### config.mk
export PLATFORM = sky130hd
export DESIGN_NAME = count_arbiter
export DESIGN_NICKNAME = d
export VERILOG_FILES = /design/src/rtl/count_arbiter.sv
export SDC_FILE = /design/constraint.sdc
export NUM_CORES = 1
export LEC_CHECK = 0
export CAP_MARGIN = 15
export CORE_MARGIN = 3
export CORE_UTILIZATION = 58
export CTS_CLUSTER_DIAMETER = 30
export DETAILED_ROUTE_END_ITERATION = 6
export GPL_ROUTABILITY_DRIVEN = 0
export HOLD_SLACK_MARGIN = 0.12
export PLACE_DENSITY = 0.94
export SYNTH_ARGS = -nofsm -noshare
export SYNTH_HDL_FRONTEND = slang
export SYNTH_SLANG_ARGS = --single-unit
### constraint.sdc
create_clock -name clk -period 3.63 [get_ports clk]
set_input_delay 0.726 -clock clk [delete_from_list [all_inputs] [get_ports clk]]
set_output_delay 0.726 -clock clk [all_outputs]
set_load 0.05 [all_outputs]
### src/rtl/count_arbiter.sv
// Round-robin arbiter sharing one tick-driven LED counter among NUM_REQ requesters.
// Optional build macro COUNT_ARB_ABORT_EN: a run aborts when its owner drops req.
module count_arbiter #(
   parameter int NUM_REQ  = 4,
   parameter int CNT_W    = 4,
   parameter int TICK_DIV = 1500000
) (
   input  logic                     clk,
   input  logic                     rst,
   input  logic [NUM_REQ-1:0]       req,
   input  logic [NUM_REQ*CNT_W-1:0] limit,
   output logic [NUM_REQ-1:0]       grant,
   output logic [CNT_W-1:0]         count,
   output logic                     busy,
   output logic [NUM_REQ-1:0]       done
);

   localparam int PTR_W = $clog2(NUM_REQ);
   localparam int DIV_W = $clog2(TICK_DIV);

   typedef enum logic [1:0] {
      S_IDLE  = 2'd0,
      S_COUNT = 2'd1,
      S_DONE  = 2'd2
   } state_t;

   state_t               state_q, state_d;
   logic [NUM_REQ-1:0]   grant_q, grant_d;
   logic [NUM_REQ-1:0]   done_q, done_d;
   logic [CNT_W-1:0]     count_q, count_d;
   logic [CNT_W-1:0]     lim_q, lim_d;
   logic [DIV_W-1:0]     div_q, div_d;
   logic [PTR_W-1:0]     ptr_q, ptr_d;
   logic                 busy_q, busy_d;

   logic [CNT_W-1:0]     lim_arr [NUM_REQ];
   logic [PTR_W:0]       rr_sum;
   logic [PTR_W-1:0]     win_idx;
   logic                 any_req;
   logic                 tick;
   logic                 abort;

   for (genvar g = 0; g < NUM_REQ; g++) begin : g_lim
      assign lim_arr[g] = limit[g*CNT_W +: CNT_W];
   end

   assign tick = (div_q == DIV_W'(TICK_DIV - 1));

`ifdef COUNT_ARB_ABORT_EN
   assign abort = ~|(req & grant_q);
`else
   assign abort = 1'b0;
`endif

   // Scan from ptr_q upward, wrapping modulo NUM_REQ; the first set req wins.
   always_comb begin
      // NOTE: every always_comb output gets a default first, so no path leaves it unassigned and no latch is inferred.
      any_req = 1'b0;
      win_idx = '0;
      rr_sum  = '0;
      for (int i = 0; i < NUM_REQ; i++) begin
         rr_sum = {1'b0, ptr_q} + (PTR_W+1)'(i);
         if (rr_sum >= (PTR_W+1)'(NUM_REQ)) rr_sum = rr_sum - (PTR_W+1)'(NUM_REQ);
         if (!any_req && req[rr_sum[PTR_W-1:0]]) begin
            any_req = 1'b1;
            win_idx = rr_sum[PTR_W-1:0];
         end
      end
   end

   always_comb begin
      state_d = state_q;
      grant_d = grant_q;
      done_d  = '0;
      count_d = count_q;
      lim_d   = lim_q;
      div_d   = div_q;
      ptr_d   = ptr_q;
      busy_d  = busy_q;
      case (state_q)
         S_IDLE: begin
            if (any_req) begin
               grant_d = NUM_REQ'(1) << win_idx;
               lim_d   = lim_arr[win_idx];
               count_d = '0;
               div_d   = '0;
               busy_d  = 1'b1;
               state_d = S_COUNT;
               ptr_d   = (win_idx == PTR_W'(NUM_REQ - 1)) ? '0 : win_idx + 1'b1;
            end
         end
         S_COUNT: begin
            // Abort outranks a coincident terminal tick and issues no done pulse.
            if (abort) begin
               state_d = S_IDLE;
               grant_d = '0;
               busy_d  = 1'b0;
               count_d = '0;
               div_d   = '0;
            end else if (tick) begin
               div_d = '0;
               if (count_q == lim_q) begin
                  state_d = S_DONE;
                  done_d  = grant_q;
               end else begin
                  count_d = count_q + 1'b1;
               end
            end else begin
               div_d = div_q + 1'b1;
            end
         end
         S_DONE: begin
            state_d = S_IDLE;
            grant_d = '0;
            busy_d  = 1'b0;
            count_d = '0;
            div_d   = '0;
         end
         default: begin
            state_d = S_IDLE;
            grant_d = '0;
            busy_d  = 1'b0;
            count_d = '0;
            div_d   = '0;
         end
      endcase
   end

   always_ff @(posedge clk or posedge rst) begin
      // NOTE: state registers use non-blocking assignments so every flop samples pre-edge values.
      if (rst) begin
         state_q <= S_IDLE;
         grant_q <= '0;
         done_q  <= '0;
         count_q <= '0;
         lim_q   <= '0;
         div_q   <= '0;
         ptr_q   <= '0;
         busy_q  <= 1'b0;
      end else begin
         state_q <= state_d;
         grant_q <= grant_d;
         done_q  <= done_d;
         count_q <= count_d;
         lim_q   <= lim_d;
         div_q   <= div_d;
         ptr_q   <= ptr_d;
         busy_q  <= busy_d;
      end
   end

   assign grant = grant_q;
   assign done  = done_q;
   assign count = count_q;
   assign busy  = busy_q;

endmodule

Word-level counts from Yosys, hierarchy flattened
Index checks and enable logic that the tools add are counted.
Operators by class
  add/subtract/negate cells: 10
  magnitude comparators: 9
  equality and inequality tests: 8
  shifts and indexed selects: 1
  multiplexer cells: 42
  bitwise logic cells: 2
  reduce and logical (&&, ||, !) cells: 11
Operators by type and width (number)
  $mux 21: 2
  $pmux 21 s2: 1
  $mux 4: 9
  $mux 2: 12
  $add 21x1->21 const B: 1
  $eq 21x21->1 const B: 1
  $pmux 4 s2: 2
  $ge 3x3->1 const B: 4
  $lt 2x3->1 const B: 4
  $mux 1: 9
  $bmux 1 s2: 4
  $bmux 4 s2: 1
  $ne 2x2->1 const B: 4
  $sub 2x1->2 const B: 4
  $add 2x2->3 const B: 2
  $reduce_and 3->1: 2
  $add 4x1->4 const B: 1
  $eq 4x4->1: 1
  $pmux 2 s2: 1
  $reduce_and 2->1: 2
  $shl 1x2->4 const A: 1
  $add 2x1->3 const B: 1
  $ge 2x3->1 const B: 1
  $logic_and 1x1->1: 3
  other kinds (8): 10
Storage, ports and cells
  bits in registers: 42
  input port bits: 22
  logic and storage cells: 91

Logic depth before layout (Yosys ltp)
Gate-level depths: netlist (run 1).
  word-level depth: 18
  gate-level depth with buffers: 7
  depth with buffers taken out: 6

Least setup slack after synthesis (run 1)
Ideal clock, no wire load.
  path kind: register to register
  from: reg div_q[0]
  to: reg count_q[3], in the netlist count[3]
  data arrival time: 2.316 ns
  path slack: 1.235 ns
  stages on the path, launching flop included: 7
  period minus slack after synthesis: 2.395 ns
  cell sequence: dfrtp_1 -> ha_1 -> nand4_4 -> or4b_4 -> or3_4 -> or4_1 -> a21oi_1
On the way
  longest elaborated chain between the ends: 3
RTL lines
  start, declared: line 32  | logic [DIV_W-1:0] div_q, div_d;
  start signal, assigned: line 146  | div_q <= div_d;
  $eq 21x21->1: line 47  | assign tick = (div_q == DIV_W'(TICK_DIV - 1));
  $ne 2x2->1 (no source line)
  $reduce_and 3->1 (no source line)
  end signal, assigned: line 144  | count_q <= count_d;
  end, declared: line 30  | logic [CNT_W-1:0] count_q, count_d;
No other way between the ends.
A chain may end at the register's enable or synchronous reset.

Final worst setup path (run 1)
  from: reg div_q[0]
  to: reg div_q[1]
On the way
  longest elaborated chain between the ends: 3
RTL lines
  $add 21x1->21 or $eq 21x21->1 (tied branches): line 109, 47
  $mux 21 (*): line 100  | end else if (tick) begin
  $pmux 21 s2 (*): line 80  | case (state_q)
Every way passes the cells marked *; elsewhere a longest branch is shown, timed or not.

==> results.sh, run 1 <==
export IMPL_seq_area_frac_synth_pct=45.43
export IMPL_max_cap_viol_count=0
export IMPL_maxSlewViolCount=0
export IMPL_yosys_area_top_type_share_pct=45.43
export IMPL_ctsResizeCount=0
export IMPL_cts_setup_buffers=0
export IMPL_crit_chain="ha_1, nand4_4, or4b_4, o21ai_0, inv_1, a22o_1"
export IMPL_fmax_mhz=362.3
export IMPL_die_h_um=69.16
export IMPL_synth_nets=274
export IMPL_cpMaxStageDelayCell="o21ai_0"
export IMPL_startpoint_type="flop"
export IMPL_crit_family="compound AO/OA/AOI/OAI gates"
export IMPL_r2r_start="div_q[0]"
export IMPL_yosys_cell_types_count=38
export IMPL_tns_ns=0
export IMPL_fp_dieW_um=69.16
export IMPL_cts_buffer_depth=2
export IMPL_first_global_vias=2121
export IMPL_syn2layout_area_growth_pct=21.85
export IMPL_min_period_ns=2.760
export IMPL_worstMarginPinSlew_ns=0.8040
export IMPL_worstSkewPairLatency_ns=0.30
export IMPL_grt_usage_pct=24.53
export IMPL_critPathCapture="div_q[1]"
export IMPL_status="complete, no violations"
export IMPL_synthesis_area_um2=2313
export IMPL_synth_avg_cell_area_um2=9.404
export IMPL_port_buffers=34
export IMPL_cts_root_buf="clkbuf_8"
export IMPL_final_layout_size_suffix_gt1_share_pct=5.965
export IMPL_relSlewSlack_pct=45.83
export IMPL_cts_tree="yes"
export IMPL_cts_hold_buf=0
export IMPL_path_max_fanout=7
export IMPL_vias=2104
export IMPL_reg2reg_depth=6
export IMPL_core_um2=3744
export IMPL_p_leak_nw=1.274
export IMPL_cts_buffers=5
export IMPL_crit_type="flop to flop"
export IMPL_pre_cts_ws_ns=0.7750
export IMPL_fin_crit_sh_pct=76.03
export IMPL_skew_ns=0.007759
export IMPL_drc_errors=0
export IMPL_crit_start="div_q[0]"
export IMPL_grt_ovfl_total=0
export IMPL_via_per_inst=6.318
export IMPL_rows=22
export IMPL_hold_viol=0
export IMPL_rsz0062_at_grt="no"
export IMPL_diodes=0
export IMPL_ys_warn_count=0
export IMPL_cts_num_sinks=42
export IMPL_ir_worst_vdd_v=0.0002582
export IMPL_first_pass_iters=5
export IMPL_synth_area_top_cells="dfrtp_1, xor2_1, mux2i_1, nand2_1, nor2_1"
export IMPL_cp_end_kind="flop"
export IMPL_drt_iter0_markers=172
export IMPL_setup_viol=0
export IMPL_regToRegSetupSlack_ns=0.87
export IMPL_n_fill_cell=269
export IMPL_worstPathArrival_ns=2.95
export IMPL_powerDensity_nw_per_um2=463.8
export IMPL_die_area_um2=4782
export IMPL_final_setup_worst_slack_ns=0.8702
export IMPL_antenna_found_initial=0
export IMPL_worst_path_buf_inv=1
export IMPL_r2r_end="div_q[1]"
export IMPL_post_dp_hpwl_mm=3.881
export IMPL_grt_pass1_wl_mm=9.542
export IMPL_h_tree_depth=2
export IMPL_clk_pin_slew_ns=0.08
export IMPL_hp_class="flop to flop"
export IMPL_io_pins=35
export IMPL_worstSetupPathDepth=6
export IMPL_antenna_left=0
export IMPL_wire_per_inst_um=16.80
export IMPL_synth_ff_latch_count=42
export IMPL_critPathRequiredTime_ns=3.82
export IMPL_synth_cells=246
export IMPL_initial_core_util_pct=61.80
export IMPL_nNetsFinal=312
export IMPL_max_stage_delay_ns=0.66
export IMPL_routed_wl_mm=5.594
export IMPL_grt_max_degree=43
export IMPL_yosys_area_top_type="dfrtp_1"
## worst register-to-register path: stages (launching register included)
cell and delay [ns]:
dfrtp_1 0.44, ha_1 0.30, nand4_4 0.18, or4b_4 0.60, o21ai_0 0.66, inv_1 0.19
a22o_1 0.29
## per-layer routing
layer	wire length (µm)	track usage [%]	part of all wire [%]
met1	2233	29.85	40
met2	2702	39.72	48
met3	453	4.956	8.1
met4	204	15.18	3.6
met5	0	0	0
## flip-flops by register name, summed over array words and instances (netlist names)
name     cells
div_q       21
count        4
done         4
grant        4
lim_q        4
ptr_q        2
state_q      2
busy         1
## Yosys cell counts, drive strengths merged
library cell and number:
nand2b 3, or4b 3, ha 6, dfrtp 42
o21a 1, o22ai 1, a21oi 8, nand2 29
clkbuf 4, or3 3, nor2 23, o31ai 1
nand4 7, a21o 6, o22a 1, xnor2 1
buf 1, nor4 6, mux2i 11, a211oi 3
o221ai 4, a22o 6, a211o 1, nor2b 2
o21ai 14, nand3 13, nor3 4, inv 11
nor4b 2, or2 1, a31oi 2, and3 4
and2 5, or4 3, xor2 14
## cell families (layout without fill, tap and decap cells)
logic type	count (synthesis)	count (layout)	share of synthesized area, %
compound gates	48	48	13.74
buf+inv	16	55	2.596
xor+xnor	15	15	5.679
fa+ha+maj	6	6	3.245
flops	42	42	45.43
mux	11	11	4.760
simple gates	108	108	24.55
## power by group
part,switching (W),total [W],internal (W)
Clock,0.000166,0.000368,0.000202
Combinational,0.000177,0.000322,0.000145
Sequential,0.0000889,0.000618,0.000529
Total,0.000432,0.00131,0.000876
## how the worst min path moves through the flow
| stage | cells after the start | start | to |
|---|---|---|---|
| CTS | 1 | busy | busy |
| floorplan | 2 | lim_q[0] | lim_q[0] |
| global route | 1 | busy | busy |
| detailed placement | 1 | busy | busy |
| finish | 1 | busy | busy |
| global placement | 1 | busy | busy |
## area by class of cell
class / count / area (µm²) / area share (%)
clock inverter: 3 / 40.04 / 1.420
tap: 48 / 60.06 / 2.130
inverter: 11 / 41.29 / 1.465
clock buffer: 5 / 68.82 / 2.441
timing repair buffer: 36 / 355.3 / 12.61
sequential: 42 / 1051 / 37.28
multi-input combinational: 188 / 1202 / 42.65
## through the flow
| step | util [%] | total power (W) | instances | cell area, µm² | hold slack [ns] |
|---|---|---|---|---|---|
| after floorplan | - | 0.0008342 | 246 | 2313 | 0.4754 |
| after global routing | 75.30 | 0.001369 | 333 | 2819 | 0.5280 |
| after global placement | 72.39 | 0.0009157 | 325 | 2710 | 0.4819 |
| after detailed placement | 72.39 | 0.0009437 | 325 | 2710 | 0.4816 |
| after CTS | 75.30 | 0.001306 | 333 | 2819 | 0.5010 |
| final | 75.30 | 0.001307 | 333 | 2819 | 0.4950 |
## cells in the final DEF, fill, tap and decap left out, drive strengths merged, types with 4 or more instances in the layout
master	count
mux2i	11
o221ai	4
nor2	23
a22o	6
and3	4
nand4	7
a21o	6
inv	11
o21ai	14
nand2	29
xor2	14
nor3	4
dfrtp	42
nor4	6
clkdlybuf4s50	34
nand3	13
clkbuf	5
ha	6
a21oi	8
and2	5
Power figures use the tool's default switching activity.
==> run 2: changes to the inputs <==
--- a/config.mk
+++ b/config.mk
@@ -7,12 +7,12 @@
 export LEC_CHECK = 0
 export CAP_MARGIN = 15
 export CORE_MARGIN = 3
-export CORE_UTILIZATION = 58
+export CORE_UTILIZATION = 49
 export CTS_CLUSTER_DIAMETER = 30
 export DETAILED_ROUTE_END_ITERATION = 6
 export GPL_ROUTABILITY_DRIVEN = 0
 export HOLD_SLACK_MARGIN = 0.12
-export PLACE_DENSITY = 0.94
+export PLACE_DENSITY = 0.85
 export SYNTH_ARGS = -nofsm -noshare
 export SYNTH_HDL_FRONTEND = slang
 export SYNTH_SLANG_ARGS = --single-unit
==> constraint.sdc (replaced) <==
create_clock -name clk -period 2.26 [get_ports clk]
set_input_delay 0.452 -clock clk [delete_from_list [all_inputs] [get_ports clk]]
set_output_delay 0.452 -clock clk [all_outputs]
set_load 0.05 [all_outputs]
==> results.sh, run 2 (same netlist as run 1, synthesis figures left out) <==
export IMPL_crit_type="flop to flop"
export IMPL_cts_tree="yes"
export IMPL_post_dp_hpwl_mm=4.169
export IMPL_startpoint_type="flop"
export IMPL_cts_hold_buf=0
export IMPL_port_buffers=34
export IMPL_powerDensity_nw_per_um2=717.6
export IMPL_vias=2115
export IMPL_core_um2=4444
export IMPL_wire_per_inst_um=15.27
export IMPL_relSlewSlack_pct=64.50
export IMPL_skew_ns=0.009008
export IMPL_max_cap_viol_count=0
export IMPL_worstPathArrival_ns=2.49
export IMPL_io_pins=35
export IMPL_multiInputGateArea_um2=1229
export IMPL_final_common_cell="dfrtp_1"
export IMPL_maxSlewViolCount=0
export IMPL_p_switching_w=0.0007074
export IMPL_cts_root_buf="clkbuf_8"
export IMPL_regToRegSetupSlack_ns=0.005
export IMPL_h_tree_depth=2
export IMPL_critPathCapture="count[3]"
export IMPL_hold_depth=1
export IMPL_routed_wl_mm=5.574
export IMPL_nNetsFinal=340
export IMPL_setup_viol=0
export IMPL_die_area_um2=5582
export IMPL_grt_pass1_wl_mm=9.356
export IMPL_grt_usage_pct=22.08
export IMPL_final_layout_size_suffix_gt1_share_pct=15.65
export IMPL_via_per_inst=5.795
export IMPL_antenna_left=0
export IMPL_initial_core_util_pct=52.06
export IMPL_n_fill_cell=340
export IMPL_pwr_share_seq_pct=44.3
export IMPL_grt_max_degree=43
export IMPL_ir_worst_vdd_v=0.0003070
export IMPL_p_leak_nw=1.418
export IMPL_rows=24
export IMPL_drc_errors=0
export IMPL_top_register="div_q"
export IMPL_die_h_um=74.71
export IMPL_hold_viol=0
export IMPL_pwr_share_comb_pct=29.0
export IMPL_first_pass_iters=4
export IMPL_critPathRequiredTime_ns=2.50
export IMPL_clk_pin_slew_ns=0.08
export IMPL_hp_class="flop to flop"
export IMPL_diodes=0
export IMPL_fmax_mhz=443.4
export IMPL_antenna_found_initial=0
export IMPL_fp_dieW_um=74.71
export IMPL_switching_share_pct=32.08
export IMPL_cts_buffer_depth=2
export IMPL_drt_iter0_markers=127
export IMPL_cts_num_sinks=42
export IMPL_status="complete, no violations"
export IMPL_min_period_ns=2.255
export IMPL_p_clk_share_pct=26.7
export IMPL_cts_buffers=5
export IMPL_final_setup_worst_slack_ns=0.004913
export IMPL_fin_area_um2=3073
export IMPL_grt_ovfl_total=0
export IMPL_r2r_end="count[3]"
export IMPL_rsz0062_at_grt="yes"
export IMPL_largest_register_ffs=21
export IMPL_worstMarginPinSlew_ns=0.5324
export IMPL_hold_slack_ns=0.5040
export IMPL_place_area_um2=2935
export IMPL_cp_end_kind="flop"
export IMPL_intPower_w=0.001498
export IMPL_seq_area_um2=1051
export IMPL_r2r_start="div_q[0]"
export IMPL_first_global_vias=2030
export IMPL_fin_crit_sh_pct=99.78
export IMPL_pre_cts_ws_ns=-0.1497
export IMPL_syn2layout_area_growth_pct=32.83
export IMPL_path_max_fanout=3
export IMPL_mostFrequentLayoutCells="dfrtp_1, clkdlybuf4s50_1, nand2_1, buf_4, nor2_1"
export IMPL_worstSkewPairLatency_ns=0.30
export IMPL_reg2reg_depth=6
export IMPL_crit_start="div_q[0]"
[run 2: cell types whose count changed in the layout (fill, tap and decap cells not counted), sizes merged]
cell  delta
buf     +28
[run 2: per-stage QoR]
step | instances | setup TNS (ns) | util (%) | total power [W]
after global routing | 365 | -0.04625 | 69.14 | 0.002309
final | 365 | 0 | 69.14 | 0.002205
after detailed placement | 355 | -0.9109 | 66.05 | 0.001608
after floorplan | 246 | 0 | - | 0.001357
after CTS | 363 | 0 | 68.50 | 0.002199
after global placement | 355 | -0.7102 | 66.05 | 0.001579
[run 2: how the worst min path moves through the flow]
stage                         from  endpoint  slack [ns]
after detailed placement      busy      busy        0.48
final                         busy      busy        0.50
after global routing          busy      busy        0.53
after floorplan           lim_q[0]  lim_q[0]        0.48
after global placement        busy      busy        0.48
after CTS                     busy      busy        0.50
[run 2: worst max-delay path: stages, from the launching register on]
cell and delay, ns:
dfrtp_1 0.40, ha_4 0.17, nand4_4 0.12, or4b_4 0.51, or3_4 0.36, or4_4 0.52
a21oi_2 0.12
[run 2: power groups by stage]
stage               combinational [W]  sequential (W)  clock (W)
global route                 0.000702        0.000989   0.000618
global placement             0.000599        0.000979          0
detailed placement           0.000621        0.000987          0
finish                       0.000640        0.000976   0.000590
CTS                          0.000626        0.000974   0.000599
floorplan                    0.000348         0.00101          0
[run 2: cell type report]
| type | instances | area share, % |
|---|---|---|
| Timing Repair Buffer | 64 | 18.81 |
| Clock buffer | 5 | 2.239 |
| Multi-Input combinational cell | 188 | 39.98 |
| Inverter | 11 | 1.344 |
| Clock inverter | 3 | 1.303 |
| Sequential cell | 42 | 34.20 |
| Tap cell | 52 | 2.117 |
[run 2: timing repair]
item | CTS | global route
endpoints found under the setup margin | 0 | 2
resized for setup | 0 | 3
endpoints found under the hold margin | 0 | 0
buffers inserted | 0 | 2
[run 2: metal layers]
metal  vias to the layer above  global-route usage, %  part of all wire, %
li1                       1013                      -                    -
met1                      1016                  29.04                   44
met2                        77                  35.80                   48
met3                         9                  5.073                  5.8
met4                         0                  7.905                  1.8
met5                         -                      0                    0
==> run 3: changes to the inputs <==
--- a/config.mk
+++ b/config.mk
@@ -8,7 +8,6 @@
 export CAP_MARGIN = 15
 export CORE_MARGIN = 3
 export CORE_UTILIZATION = 49
-export CTS_CLUSTER_DIAMETER = 30
 export DETAILED_ROUTE_END_ITERATION = 6
 export GPL_ROUTABILITY_DRIVEN = 0
 export HOLD_SLACK_MARGIN = 0.12
==> results of run 3 <==
The final DEF is identical to that of run 2; final timing and power are the same.
